## src/rtl/branch_resolve_queue.sv

```systemverilog
// branch_resolve_queue: in-order queue of fetch-time branch predictions.
// Checks each resolve against its prediction, updates branch_cache and redirects fetch on a miss.
// Ports:
//   iCLOCK/iRESET (async, active-high), iFLUSH (sync clear)
//   iPUSH_* / oPUSH_FULL      : decode enqueues a predicted branch
//   iRESOLVE_* / oRESOLVE_ERROR: execute resolves the oldest branch
//   oJUMP_*                   : branch_cache jump-update port
//   oMISS_*                   : fetch redirect on misprediction
//   oCOUNT, oSTAT_*           : occupancy and statistics
// Build option: BRANCH_RESOLVE_STAT_EN builds the resolve/miss counters.
module branch_resolve_queue #(
    parameter int DEPTH   = 4,
    parameter int DEPTH_N = 2
) (
    input  logic               iCLOCK,
    input  logic               iRESET,
    input  logic               iFLUSH,
    input  logic               iPUSH_STB,
    input  logic [31:0]        iPUSH_INST_ADDR,
    input  logic               iPUSH_PREDICT_HIT,
    input  logic               iPUSH_PREDICT_BRANCH,
    input  logic [31:0]        iPUSH_PREDICT_ADDR,
    output logic               oPUSH_FULL,
    input  logic               iRESOLVE_STB,
    input  logic               iRESOLVE_TAKEN,
    input  logic [31:0]        iRESOLVE_ADDR,
    output logic               oRESOLVE_ERROR,
    output logic               oJUMP_STB,
    output logic               oJUMP_VALID,
    output logic [31:0]        oJUMP_ADDR,
    output logic [31:0]        oJUMP_INST_ADDR,
    output logic               oMISS_STB,
    output logic [31:0]        oMISS_ADDR,
    output logic [DEPTH_N:0]   oCOUNT,
    output logic [31:0]        oSTAT_RESOLVE,
    output logic [31:0]        oSTAT_MISS
);

    logic [31:0]        r_ent_inst  [DEPTH];
    logic [31:0]        r_ent_paddr [DEPTH];
    logic               r_ent_hit   [DEPTH];
    logic               r_ent_br    [DEPTH];

    logic [DEPTH_N-1:0] r_wp;
    logic [DEPTH_N-1:0] r_rp;
    logic [DEPTH_N:0]   r_count;

    logic               r_jump_stb;
    logic               r_jump_valid;
    logic [31:0]        r_jump_addr;
    logic [31:0]        r_jump_inst;
    logic               r_miss_stb;
    logic [31:0]        r_miss_addr;
    logic               r_err;

    logic               w_full;
    logic               w_empty;
    logic               w_pop;
    logic               w_pred_taken;
    logic               w_miss;
    logic               w_push;
    logic [31:0]        w_head_inst;

    assign w_full       = (r_count == (DEPTH_N+1)'(DEPTH));
    assign w_empty      = (r_count == '0);
    assign w_pop        = iRESOLVE_STB && !w_empty && !iFLUSH;
    assign w_head_inst  = r_ent_inst[r_rp];
    assign w_pred_taken = r_ent_hit[r_rp] & r_ent_br[r_rp];
    assign w_miss       = (w_pred_taken != iRESOLVE_TAKEN) |
                          (iRESOLVE_TAKEN & w_pred_taken &
                           (r_ent_paddr[r_rp] != iRESOLVE_ADDR));
    // A push in the cycle of a mispredicted resolve is on the wrong path.
    assign w_push       = iPUSH_STB && !iFLUSH && (!w_full || w_pop) &&
                          !(w_pop && w_miss);

    // Entry storage carries no reset; validity is tracked by r_count.
    always_ff @(posedge iCLOCK) begin
        if (w_push) begin
            r_ent_inst[r_wp]  <= iPUSH_INST_ADDR;
            r_ent_paddr[r_wp] <= iPUSH_PREDICT_ADDR;
            r_ent_hit[r_wp]   <= iPUSH_PREDICT_HIT;
            r_ent_br[r_wp]    <= iPUSH_PREDICT_BRANCH;
        end
    end

    always_ff @(posedge iCLOCK or posedge iRESET) begin
        if (iRESET) begin
            r_wp    <= '0;
            r_rp    <= '0;
            r_count <= '0;
        end else if (iFLUSH || (w_pop && w_miss)) begin
            r_wp    <= '0;
            r_rp    <= '0;
            r_count <= '0;
        end else begin
            if (w_push) r_wp <= r_wp + 1'b1;
            if (w_pop)  r_rp <= r_rp + 1'b1;
            if (w_push && !w_pop)      r_count <= r_count + 1'b1;
            else if (!w_push && w_pop) r_count <= r_count - 1'b1;
        end
    end

    // Strobes clear on flush because w_pop and the error term gate on it.
    always_ff @(posedge iCLOCK or posedge iRESET) begin
        if (iRESET) begin
            r_jump_stb   <= 1'b0;
            r_jump_valid <= 1'b0;
            r_jump_addr  <= '0;
            r_jump_inst  <= '0;
            r_miss_stb   <= 1'b0;
            r_miss_addr  <= '0;
            r_err        <= 1'b0;
        end else begin
            r_jump_stb <= w_pop;
            r_miss_stb <= w_pop && w_miss;
            r_err      <= iRESOLVE_STB && w_empty && !iFLUSH;
            if (w_pop) begin
                r_jump_valid <= iRESOLVE_TAKEN;
                r_jump_addr  <= iRESOLVE_ADDR;
                r_jump_inst  <= w_head_inst;
            end
            if (w_pop && w_miss) begin
                r_miss_addr <= iRESOLVE_TAKEN ? iRESOLVE_ADDR
                                              : w_head_inst + 32'h4;
            end
        end
    end

`ifdef BRANCH_RESOLVE_STAT_EN
    logic [31:0] r_stat_res;
    logic [31:0] r_stat_miss;

    always_ff @(posedge iCLOCK or posedge iRESET) begin
        if (iRESET) begin
            r_stat_res  <= '0;
            r_stat_miss <= '0;
        end else begin
            if (w_pop)           r_stat_res  <= r_stat_res + 32'd1;
            if (w_pop && w_miss) r_stat_miss <= r_stat_miss + 32'd1;
        end
    end

    assign oSTAT_RESOLVE = r_stat_res;
    assign oSTAT_MISS    = r_stat_miss;
`else
    assign oSTAT_RESOLVE = 32'h0;
    assign oSTAT_MISS    = 32'h0;
`endif

    assign oPUSH_FULL      = w_full;
    assign oCOUNT          = r_count;
    assign oRESOLVE_ERROR  = r_err;
    assign oJUMP_STB       = r_jump_stb;
    assign oJUMP_VALID     = r_jump_valid;
    assign oJUMP_ADDR      = r_jump_addr;
    assign oJUMP_INST_ADDR = r_jump_inst;
    assign oMISS_STB       = r_miss_stb;
    assign oMISS_ADDR      = r_miss_addr;

endmodule

```

## config.mk

```make
export PLATFORM = sky130hd
export DESIGN_NAME = branch_resolve_queue
export DESIGN_NICKNAME = d
export VERILOG_FILES = /design/src/rtl/branch_resolve_queue.sv
export SDC_FILE = /design/constraint.sdc
export NUM_CORES = 1
export LEC_CHECK = 0
export BUFFER_PORTS_ARGS = -buffer_cell sky130_fd_sc_hd__buf_2
export CAP_MARGIN = 5
export CORE_MARGIN = 3
export CORE_UTILIZATION = 45
export DETAILED_ROUTE_END_ITERATION = 8
export GPL_TIMING_DRIVEN = 0
export PLACE_DENSITY_LB_ADDON = 0.08
export SLEW_MARGIN = 20
export SYNTH_ARGS = -nofsm -noshare
export SYNTH_HDL_FRONTEND = slang
export SYNTH_SLANG_ARGS = --single-unit
```

## constraint.sdc

```tcl
create_clock -name iCLOCK -period 10.1 [get_ports iCLOCK]
set_input_delay 2.02 -clock iCLOCK [delete_from_list [all_inputs] [get_ports iCLOCK]]
set_output_delay 2.02 -clock iCLOCK [all_outputs]
set_load 0.05 [all_outputs]
```

==> flow_metrics.env <==
export IMPL_slowest_delay_ns=0.68
export IMPL_path_buf_inv=12
export IMPL_hpwl_mm=29.4
export IMPL_crit_path_top_delay_cell="nor3_2"
export IMPL_fin_skew_ns=0.0141
export IMPL_required_ns=10.33
export IMPL_synth_seq_area_share=0.677
export IMPL_cts_made_buffers=40
export IMPL_crit_top_cell="buf_4"
export IMPL_synth_compound_area_frac=0.0209
export IMPL_wl_per_cell_um=22.1
export IMPL_syn_area_sq_um=15700
export IMPL_nNetsFinal=1393
export IMPL_ctsResizeCount=0
export IMPL_drtAntennaViolNets=0
export IMPL_grt_pass1_wl_mm=57.0
export IMPL_netSwitchingFraction=0.375
export IMPL_critPathMaxFanout=10
export IMPL_die_y_um=193
export IMPL_critPathCaptureType="register"
export IMPL_coreArea_sq_um=34000
export IMPL_crit_type="register to register"
export IMPL_synth_most_common_cell="edfxtp_1"
export IMPL_dieArea_sq_um=37100
export IMPL_reg2reg_setup_slack_ns=3.37
export IMPL_p_int_uw=3240
export IMPL_drc=0
export IMPL_synth_adder_area_share=0.00607
export IMPL_cp_top_family="buffers and inverters"
export IMPL_yosys_warnings=0
export IMPL_fmax_mhz=149
export IMPL_p_seq_frac=0.393
export IMPL_drive_above_1_share=0.394
export IMPL_start_util=0.461
export IMPL_cts_sink_count=371
export IMPL_r2r_start="r_rp[1]$_DFFE_PP0P_"
export IMPL_hp_start="oMISS_ADDR[21]$_DFFE_PP0P_"
export IMPL_synthArstFlopShare=0.288
export IMPL_portBuffers=206
export IMPL_synth_top_family_by_area="multiplexers"
export IMPL_power_density_nw_per_um2=271
export IMPL_rsz0062_at_grt="false"
export IMPL_finalSetupViolCount=0
export IMPL_grt_usage=0.211
export IMPL_finalHoldViolCount=0
export IMPL_synthCells=931
export IMPL_path_clk_slew_ns=0.06
export IMPL_synth_edf_count=264
export IMPL_drtPass1Iterations=5
export IMPL_yosysUniqueCellTypes=51
export IMPL_routabilityCongestion=0.799
export IMPL_relSlewSlack=0.383
export IMPL_cts_setup_buffers=0
export IMPL_clk_path_buf_depth=3
export IMPL_status="completed"
export IMPL_start_kind="register"
export IMPL_grt_pass1_vias=9041
export IMPL_grt_ovfl_total=0
export IMPL_cp_arrival_ns=6.96
export IMPL_peakVddDrop_v=0.000226
export IMPL_yosysTopAreaCell="edfxtp_1"
export IMPL_total_power_uw=5180
export IMPL_worstRegToRegCells=20
export IMPL_design_area_sq_um=19100
export IMPL_synth_top_cell_area_share=0.506
export IMPL_maxCapViolations=0
export IMPL_min_to="oMISS_ADDR[21]$_DFFE_PP0P_"
export IMPL_synth_mux_area_frac=0.165
export IMPL_area_delta_synth_final_pct=22.2
export IMPL_dr_total_vias=8965
export IMPL_timing_final_crit_share=0.666
export IMPL_ys_flop_type="edfxtp_1"
export IMPL_io_pins=272
export IMPL_p_clk_frac=0.268
export IMPL_dpl_instance_area_sq_um=17900
export IMPL_crit_chain="buf_4 > buf_4 > buf_2 > buf_6 > buf_2 > buf_1 > a311oi_1 > a21oi_1 > ha_1 > a221o_1 > or4_1 > nor3_2 > a2111oi_2 > buf_6 > buf_6 > nor3_2 > buf_4 > buf_4 > buf_4 > buf_4"
export IMPL_htree_levels=2
export IMPL_die_w_um=193
export IMPL_switchingPower_uw=1940
export IMPL_min_period_ns=6.73
export IMPL_tightestPinTransition_ns=0.925
export IMPL_worstReg2RegEnd="r_ent_inst[3][10]$_DFFE_PP_"
export IMPL_avgViaCountPerCell=5.08
export IMPL_avgSynthCellArea_sq_um=16.8
export IMPL_synthTopCellsByArea="edfxtp_1 51%, dfrtp_1 17%, mux4_2 8.1%"
export IMPL_cts_tree="built"
export IMPL_ys_top_cells_by_count="264 x edfxtp_1, 107 x dfrtp_1, 70 x buf_4, 69 x mux2_2, 56 x mux4_2"
export IMPL_synthSimpleGateAreaFrac=0.0453
export IMPL_antenna_found_initial=3
export IMPL_drv_slew=0
export IMPL_drtIter0Drc=480
export IMPL_row_count=67
export IMPL_power_leakage_uw=0.00741
export IMPL_min_path_cells=1
export IMPL_hold_buffers=0
export IMPL_grt_max_degree=58
export IMPL_wirelength_mm=39.0
export IMPL_ys_seq_elements=371
export IMPL_synth_xor_area_frac=0.0358
export IMPL_clkLatencyLatePin_ns=0.52
export IMPL_hold_path_class="register to register"
export IMPL_comb_power_share=0.339
export IMPL_cts_root_buf="clkbuf_16"
## power by group through the flow
stage | Combinational (uW) | Clock [uW] | Sequential, uW
floorplan | 591 | 0 | 2760
global placement | 1730 | 0 | 2080
detailed placement | 1770 | 0 | 2070
CTS | 1770 | 1420 | 2040
global route | 1850 | 1480 | 2070
finish | 1750 | 1390 | 2040
## how the worst max path moves through the flow
stage                     cells past startpoint  slack [ns]                     endpoint                start
final                                        20        3.37  r_ent_inst[3][10]$_DFFE_PP_  r_rp[1]$_DFFE_PP0P_
after global routing                         20        3.04  r_ent_inst[3][10]$_DFFE_PP_  r_rp[1]$_DFFE_PP0P_
after CTS                                    20        3.33  r_ent_inst[3][10]$_DFFE_PP_  r_rp[1]$_DFFE_PP0P_
after detailed placement                     20        3.37  r_ent_inst[3][10]$_DFFE_PP_  r_rp[1]$_DFFE_PP0P_
after global placement                       16       -4.07   r_ent_inst[2][4]$_DFFE_PP_  r_rp[1]$_DFFE_PP0P_
after floorplan                               8        1.20        r_ent_br[0]$_DFFE_PP_       iRESOLVE_TAKEN
## cell families (layout without fill, tap and decap cells)
kind of cell    after synthesis  after routing
compound gates               55             55
xor+xnor                     64             64
fa+ha+maj                     7              7
mux                         175            175
buf+inv                     119            437
other cells                   1             68
simple gates                139            139
flops                       371            371
## registers in the layout, indices dropped and copies added, names as in the netlist
signal	flops
r_ent_inst	128
r_ent_paddr	128
oJUMP_ADDR	32
oJUMP_INST_ADDR	32
oMISS_ADDR	32
r_ent_br	4
r_ent_hit	4
oCOUNT	3
r_rp	2
r_wp	2
oJUMP_STB	1
oJUMP_VALID	1
oMISS_STB	1
oRESOLVE_ERROR	1
## layout by cell type (no fill, tap or decap), types with 7 or more instances in the layout
cell	n
xnor2_1	29
buf_4	96
inv_1	13
o21ai_0	16
clkbuf_16	41
dfrtp_1	107
edfxtp_1	264
conb_1	64
buf_6	20
buf_2	215
xor2_1	35
mux2_1	34
nor2_1	15
nand4_1	11
clkbuf_1	30
o21ai_1	15
nand3_1	18
mux4_2	56
mux2_2	69
nor4_1	7
a21oi_1	9
nand2_1	52
mux2i_1	16
## final cells by class
class | instances | area, sq um
Sequential cell | 371 | 10600
Buffer | 105 | 721
Timing Repair Buffer | 246 | 1400
Clock buffer | 62 | 1140
Multi-Input combinational cell | 504 | 4530
Antenna cell | 4 | 10.0
Fill cell | 2775 | 14800
Clock inverter | 10 | 93.8
Inverter | 14 | 57.6
Tap cell | 448 | 561
## per-stage QoR
step	std cells	utilization	hold slack, ns	setup TNS [ns]	setup WS, ns
global placement	1648	0.515	0.465	-1055.65	-4.07
floorplan	994	-	0.576	0	1.20
finish	1764	0.563	0.481	0	3.37
CTS	1760	0.563	0.484	0	3.33
global route	1760	0.563	0.509	0	3.04
detailed placement	1688	0.527	0.471	0	3.37
## layer usage
metal  GRT usage  part of all wire  wire [um]  up-vias
met5           0           0.00033         13        -
met4      0.0566             0.020        769        2
met3      0.0474             0.069       2690       46
met2       0.336              0.47      18400      275
met1       0.295              0.44      17000     4528
li1            -                 -          -     4114
## worst register-to-register path: stages, from the launching register on
cell and delay [ns]:
dfrtp_1 0.33, buf_4 0.18, buf_4 0.27, buf_2 0.37, buf_6 0.22, buf_2 0.36
buf_1 0.54, a311oi_1 0.09, a21oi_1 0.34, ha_1 0.33, a221o_1 0.26, or4_1 0.57
nor3_2 0.44, a2111oi_2 0.20, buf_6 0.20, buf_6 0.15, nor3_2 0.68, buf_4 0.32
buf_4 0.19, buf_4 0.21, buf_4 0.18
Note: power is estimated with default switching activity, not from simulation.
